File: config.mk
export PLATFORM = sky130hd
export DESIGN_NAME = fetch_stage
export DESIGN_NICKNAME = d
export VERILOG_FILES = /design/src/rtl/fetch_stage_pkg.sv /design/src/rtl/fetch_stage_if_id_pipe_reg.sv /design/src/rtl/fetch_stage.sv
export SDC_FILE = /design/constraint.sdc
export NUM_CORES = 1
export LEC_CHECK = 0
export ABC_AREA = 1
export CORE_UTILIZATION = 25
export DETAILED_ROUTE_END_ITERATION = 10
export GPL_TIMING_DRIVEN = 0
export PLACE_DENSITY = 0.59
export SLEW_MARGIN = 0
export SYNTH_ARGS = -nofsm -noshare
export SYNTH_HDL_FRONTEND = slang
export SYNTH_SLANG_ARGS = --single-unit
export TNS_END_PERCENT = 30
File: constraint.sdc
create_clock -name i_CLK -period 2.02 [get_ports i_CLK]
set_clock_uncertainty 0.05 [all_clocks]
set_input_delay 0.404 -clock i_CLK [delete_from_list [all_inputs] [get_ports i_CLK]]
set_output_delay 0.404 -clock i_CLK [all_outputs]
set_load 0.02 [all_outputs]
File: src/rtl/fetch_stage_pkg.sv
// Shared definitions for the fetch stage and its IF/ID pipeline register:
// NOP encoding, default reset vector and fetch FSM states.
package fetch_stage_pkg;

  localparam logic [31:0] NOP_INSTR            = 32'h0000_0000;  // sll $0,$0,0
  localparam logic [31:0] DEFAULT_RESET_VECTOR = 32'h0000_0000;

  typedef enum logic {
    NORMAL     = 1'b0,
    REDIR_PEND = 1'b1
  } fetch_state_t;

endpackage

File: src/rtl/fetch_stage_if_id_pipe_reg.sv
// Generic pipeline register between fetch and decode: reset and flush insert a
// bubble, stall holds the current contents, otherwise the new payload is loaded.
module if_id_pipe_reg
  import fetch_stage_pkg::*;
#(
  parameter int DATA_WIDTH    = 32,
  parameter int ADDRESS_WIDTH = 32
) (
  input  logic                     clk,
  input  logic                     rst_n,
  input  logic                     stall,
  input  logic                     flush,
  input  logic [DATA_WIDTH-1:0]    load_instr,
  input  logic [ADDRESS_WIDTH-1:0] load_pc_plus4,
  output logic [DATA_WIDTH-1:0]    instr,
  output logic [ADDRESS_WIDTH-1:0] pc_plus4,
  output logic                     valid
);

  // Flush wins over stall so a redirect can squash a held slot.
  always_ff @(posedge clk) begin
    if (!rst_n || flush) begin
      instr    <= DATA_WIDTH'(NOP_INSTR);
      pc_plus4 <= '0;
      valid    <= 1'b0;
    end else if (!stall) begin
      instr    <= load_instr;
      pc_plus4 <= load_pc_plus4;
      valid    <= 1'b1;
    end
  end

endmodule

File: src/rtl/fetch_stage.sv
// MIPS instruction-fetch stage: PC register, req/ready fetch handshake, parked
// branch redirects, IF/ID register and a saturating fetch-wait counter.
module fetch_stage
  import fetch_stage_pkg::*;
#(
  parameter int                     DATA_WIDTH    = 32,
  parameter int                     ADDRESS_WIDTH = 32,
  parameter logic [ADDRESS_WIDTH-1:0] RESET_VECTOR = ADDRESS_WIDTH'(DEFAULT_RESET_VECTOR),
  parameter int                     CNT_WIDTH     = 16
) (
  input  logic                     i_CLK,
  input  logic                     i_RST,
  input  logic                     i_StallF,
  input  logic                     i_StallD,
  input  logic                     i_PCSrcD,
  input  logic [ADDRESS_WIDTH-1:0] i_PCBranchD,
  output logic                     o_IMemReq,
  output logic [ADDRESS_WIDTH-1:0] o_IMemAddr,
  input  logic                     i_IMemReady,
  input  logic [DATA_WIDTH-1:0]    i_IMemRdata,
  output logic [ADDRESS_WIDTH-1:0] o_PCF,
  output logic [DATA_WIDTH-1:0]    o_InstrD,
  output logic [ADDRESS_WIDTH-1:0] o_PCPlus4D,
  output logic                     o_ValidD,
  output logic [CNT_WIDTH-1:0]     o_FetchWaitCnt
);

  fetch_state_t             state_reg, state_next;
  logic [ADDRESS_WIDTH-1:0] pc_reg, pc_next;
  logic [ADDRESS_WIDTH-1:0] tgt_reg, tgt_next;
  logic [CNT_WIDTH-1:0]     cnt_reg, cnt_next;
  logic [ADDRESS_WIDTH-1:0] pc_plus4;
  logic                     redirect;
  logic                     ifid_flush;

  assign pc_plus4 = pc_reg + ADDRESS_WIDTH'(4);
  // A taken branch is only believed once decode holds a non-stalled instruction.
  assign redirect = i_PCSrcD && !i_StallD;

  always_ff @(posedge i_CLK) begin
    if (!i_RST) begin
      state_reg <= NORMAL;
      pc_reg    <= RESET_VECTOR;
      tgt_reg   <= '0;
      cnt_reg   <= '0;
    end else begin
      state_reg <= state_next;
      pc_reg    <= pc_next;
      tgt_reg   <= tgt_next;
      cnt_reg   <= cnt_next;
    end
  end

  always_comb begin
    state_next = state_reg;
    pc_next    = pc_reg;
    tgt_next   = tgt_reg;
    cnt_next   = cnt_reg;

    unique case (state_reg)
      NORMAL: begin
        if (redirect && i_IMemReady) begin
          pc_next = i_PCBranchD;
        end else if (redirect) begin
          // PC must stay put while the fetch is outstanding; park the target.
          tgt_next   = i_PCBranchD;
          state_next = REDIR_PEND;
        end else if (!i_StallF && i_IMemReady) begin
          pc_next = pc_plus4;
        end
      end
      REDIR_PEND: begin
        if (i_IMemReady) begin
          pc_next    = tgt_reg;
          state_next = NORMAL;
        end
      end
      default: state_next = NORMAL;
    endcase

    if (!i_IMemReady && (cnt_reg != {CNT_WIDTH{1'b1}})) begin
      cnt_next = cnt_reg + CNT_WIDTH'(1);
    end
  end

  // Bubble on redirect, on a wrong-path completion, or when nothing usable was fetched;
  // a decode stall without redirect simply holds the register.
  assign ifid_flush = redirect ||
                      (!i_StallD && !((state_reg == NORMAL) && i_IMemReady && !i_StallF));

  if_id_pipe_reg #(
    .DATA_WIDTH    (DATA_WIDTH),
    .ADDRESS_WIDTH (ADDRESS_WIDTH)
  ) u_if_id (
    .clk           (i_CLK),
    .rst_n         (i_RST),
    .stall         (i_StallD),
    .flush         (ifid_flush),
    .load_instr    (i_IMemRdata),
    .load_pc_plus4 (pc_plus4),
    .instr         (o_InstrD),
    .pc_plus4      (o_PCPlus4D),
    .valid         (o_ValidD)
  );

  assign o_IMemReq      = i_RST;
  assign o_IMemAddr     = pc_reg;
  assign o_PCF          = pc_reg;
  assign o_FetchWaitCnt = cnt_reg;

endmodule
==> results of run 1 <==
cell families (layout without fill, tap and decap cells):
group,after synthesis,in the layout,synth area share (%)
buffers and inverters,182,428,12.3
DFF,146,146,41.7
other,0,1,0
and+or+nand+nor,430,430,25.0
xor gates and xnor gates,17,17,2.12
adders and majority gates,2,2,0.357
AOI/OAI and AO/OA,237,237,18.5
worst max-delay path by stage:
stage,startpoint,endpoint,slack [ns],cells after the start
after global routing,o_IMemAddr[0],o_IMemAddr[0],0.007,2
after floorplan,o_FetchWaitCnt[0],o_FetchWaitCnt[10],0.22,11
after CTS,o_FetchWaitCnt[6],o_FetchWaitCnt[6],0.0009,1
after global placement,i_IMemReady,u_if_id.pc_plus4[27],-0.31,9
final,o_IMemAddr[0],o_IMemAddr[0],0.05,2
after detailed placement,i_IMemReady,u_if_id.pc_plus4[24],-0.36,9
worst reg2reg max path, cell delays in order (launching register included):
cell and delay [ns]:
dfxtp_2 0.39, ha_1 0.19, nand2_1 0.09, inv_1 0.07, nand2_1 0.08, nor2_2 0.15, nand3_1 0.14, nand2_4 0.13
inv_1 0.09, buf_2 0.20, nand2_1 0.09, a21oi_1 0.06
per-stage QoR:
step	hold slack (ns)	cell area, sq um	cells	setup slack (ns)
finish	0.405	10300	1633	0.0482
global route	0.424	10300	1633	0.00680
CTS	0.378	10300	1631	0.000936
detailed placement	0.399	9610	1599	-0.358
global placement	0.393	9610	1599	-0.311
floorplan	0.379	7010	1014	0.222
synthesized netlist by cell type, drive strengths merged, types with 3 or more instances:
cell    count
a21oi      94
a31oi       3
buf        60
clkbuf     25
dfxtp     146
inv        96
nand2     230
nand3      48
nand4       4
nor2      134
nor3       10
o211ai     13
o21ai      89
o21bai      9
o221ai      3
o22ai      24
xnor2       6
xor2       11
power by group through the flow:
stage	sequential [uW]	clock [uW]	combinational [uW]
floorplan	3330	0	633
global placement	3250	0	1410
detailed placement	3260	0	1420
CTS	3210	3490	1410
global route	3230	3620	1510
finish	3210	3440	1390
what timing repair did:
action                                  in CTS  in global routing
hold buffers                                 0                  0
endpoints found under the setup margin      75                 52
setup buffers                                0                  1
resized for setup                           49                 31
pin swaps                                    0                  3
layout make-up:
cell class | instances | area share [%]
Clock buffer | 20 | 4.54
Tap cell | 372 | 4.53
Multi-Input combinational cell | 686 | 31.8
Clock inverter | 12 | 1.64
Inverter | 97 | 3.59
Timing Repair Buffer | 214 | 20.2
Sequential cell | 146 | 28.9
Antenna cell | 1 | 0.0243
Buffer | 85 | 4.86
per-layer routing:
layer  share of wire, %  routed length [um]  vias to the layer above
met2                 46               11500                      276
met4                1.8                 452                        2
met3                7.5                1890                       32
met5              0.052                  13                        -
met1                 45               11400                     3447
li1                   -                   -                     3748
==> out/metrics.cfg, run 1 <==
[worst_setup_path]
reg2reg_depth=11
cp-start-kind=register
r2r_setup_slack_ns=0.17
crit_buf_inv=2
rr_endpoint=o_FetchWaitCnt[10]
critical-path-slowest-cell=clkdlybuf4s50_1
crit_arrival_ns=1.52
critical_path_required_ns=1.57
crit_chain=buf_4, clkdlybuf4s50_1
crit_fanout=4
crit_family=buffers and inverters
cp-end-kind=output pin
r2r_start=o_FetchWaitCnt[0]
slowest_delay_ns=0.58
worstSetupPathType=reg2out

[floorplan]
core_region_area_sq_mm=0.0273
rows=60
initial_core_util_pct=25.7
die_area_sq_mm=0.0287
die_w_um=169
io_pins=216
die_h_um=169

[timing]
min_period_over_period_pct=97.6
final-max-slew-violation-count=0
hold_viol_final=0
rsz0062_at_grt=false
setup_tns_ns=0
fmax_mhz=507
tightestPinTransition_ns=0.714
maxSlewHeadroom_pct=52.4
setup_viol=0
min_period_ns=1.97

[clocking]
cts.sink_count=146
cts_tree=yes
clock_path_buffers=2
htree_num_levels=4
numCtsBuffers=17
path_clk_slew_ns=0.06
clk_latency_ns=0.43
root_buffer=clkbuf_16

[synthesis]
synth-seq-cells=146
synth_area_per_cell_sq_um=6.92
synth_fp_nets=1086
seq_area_frac_synth_pct=41.7
yosysWarnings=0
synthTopCellsByArea=dfxtp_1 (42%), nand2_1 (12%), nor2_1 (6.9%), a21oi_1 (6.6%), o21ai_0 (5.6%)
netlist.area_leader.share_pct=41.7
yosys.area.top_type=dfxtp_1
synth_cells=1014
synthFlopType=dfxtp_1
synth_area_sq_mm=0.00701
synth.distinct_cells=40
async_flop_share_pct=0
synth_edf_count=0

[routing]
dr.pass1.iters=5
drc=0
final_antenna_net_count=0
num_vias=7505
viasPerCell=4.60
drt-initial-drc-count=527
finalWirelength_um=25200
routedWlPerCell_um=15.5

[outcome]
status=finished, final reports clean

[layout]
nets=1319
synthToLayoutAreaGrowth_pct=46.6
multi_input_comb_area_sq_mm=0.00327
fillCellCount=2883
post-route-util_pct=37.7
layout.cells.most_common_list=nand2_1 (226), clkdlybuf4s50_1 (179), nor2_1 (127), dfxtp_1 (112), a21oi_1 (93)
final_common_cell=nand2_1
drive_gt1_share_pct=13.2
regArea_sq_mm=0.00297

[power_and_ir_drop]
total_power_uw=8040
peakVddDrop_v=0.000499
internal_power_uw=5740
leakage_uw=0.00416
p_per_area_mw_per_mm2=782
p_switching_uw=2300
clockPowerShare_pct=42.7
switching_share_pct=28.6
p_seq_share_pct=39.9
p_comb_share_pct=17.4

[global_routing]
met3_usage_pct=4.22
use_met1_pct=23.0
top_usage_layer=met2
antenna_found_initial=2
grt_pass1_vias=6683
grt_max_degree=17
grt_pass1_wl_um=38100
met2_usage_pct=28.0
overflow=0
grt_usage_pct=17.4

[placement]
dp_hpwl_um=19400
gp_congestion=0.908
port_buffers=213

[min_path]
hold_start=u_if_id.instr[20]
min_path_cells=2
hold_end=u_if_id.instr[20]
hold_path_class=reg2reg

[flow_run]
cap_viol_max_count=0

Power figures use the tool's default switching activity.
==> run 2, diff against run 1 <==
Settings changed: ABC_CLOCK_PERIOD_IN_PS set to 2020.
==> results of run 2 <==
The final DEF is identical to that of run 1; final timing and power are the same.
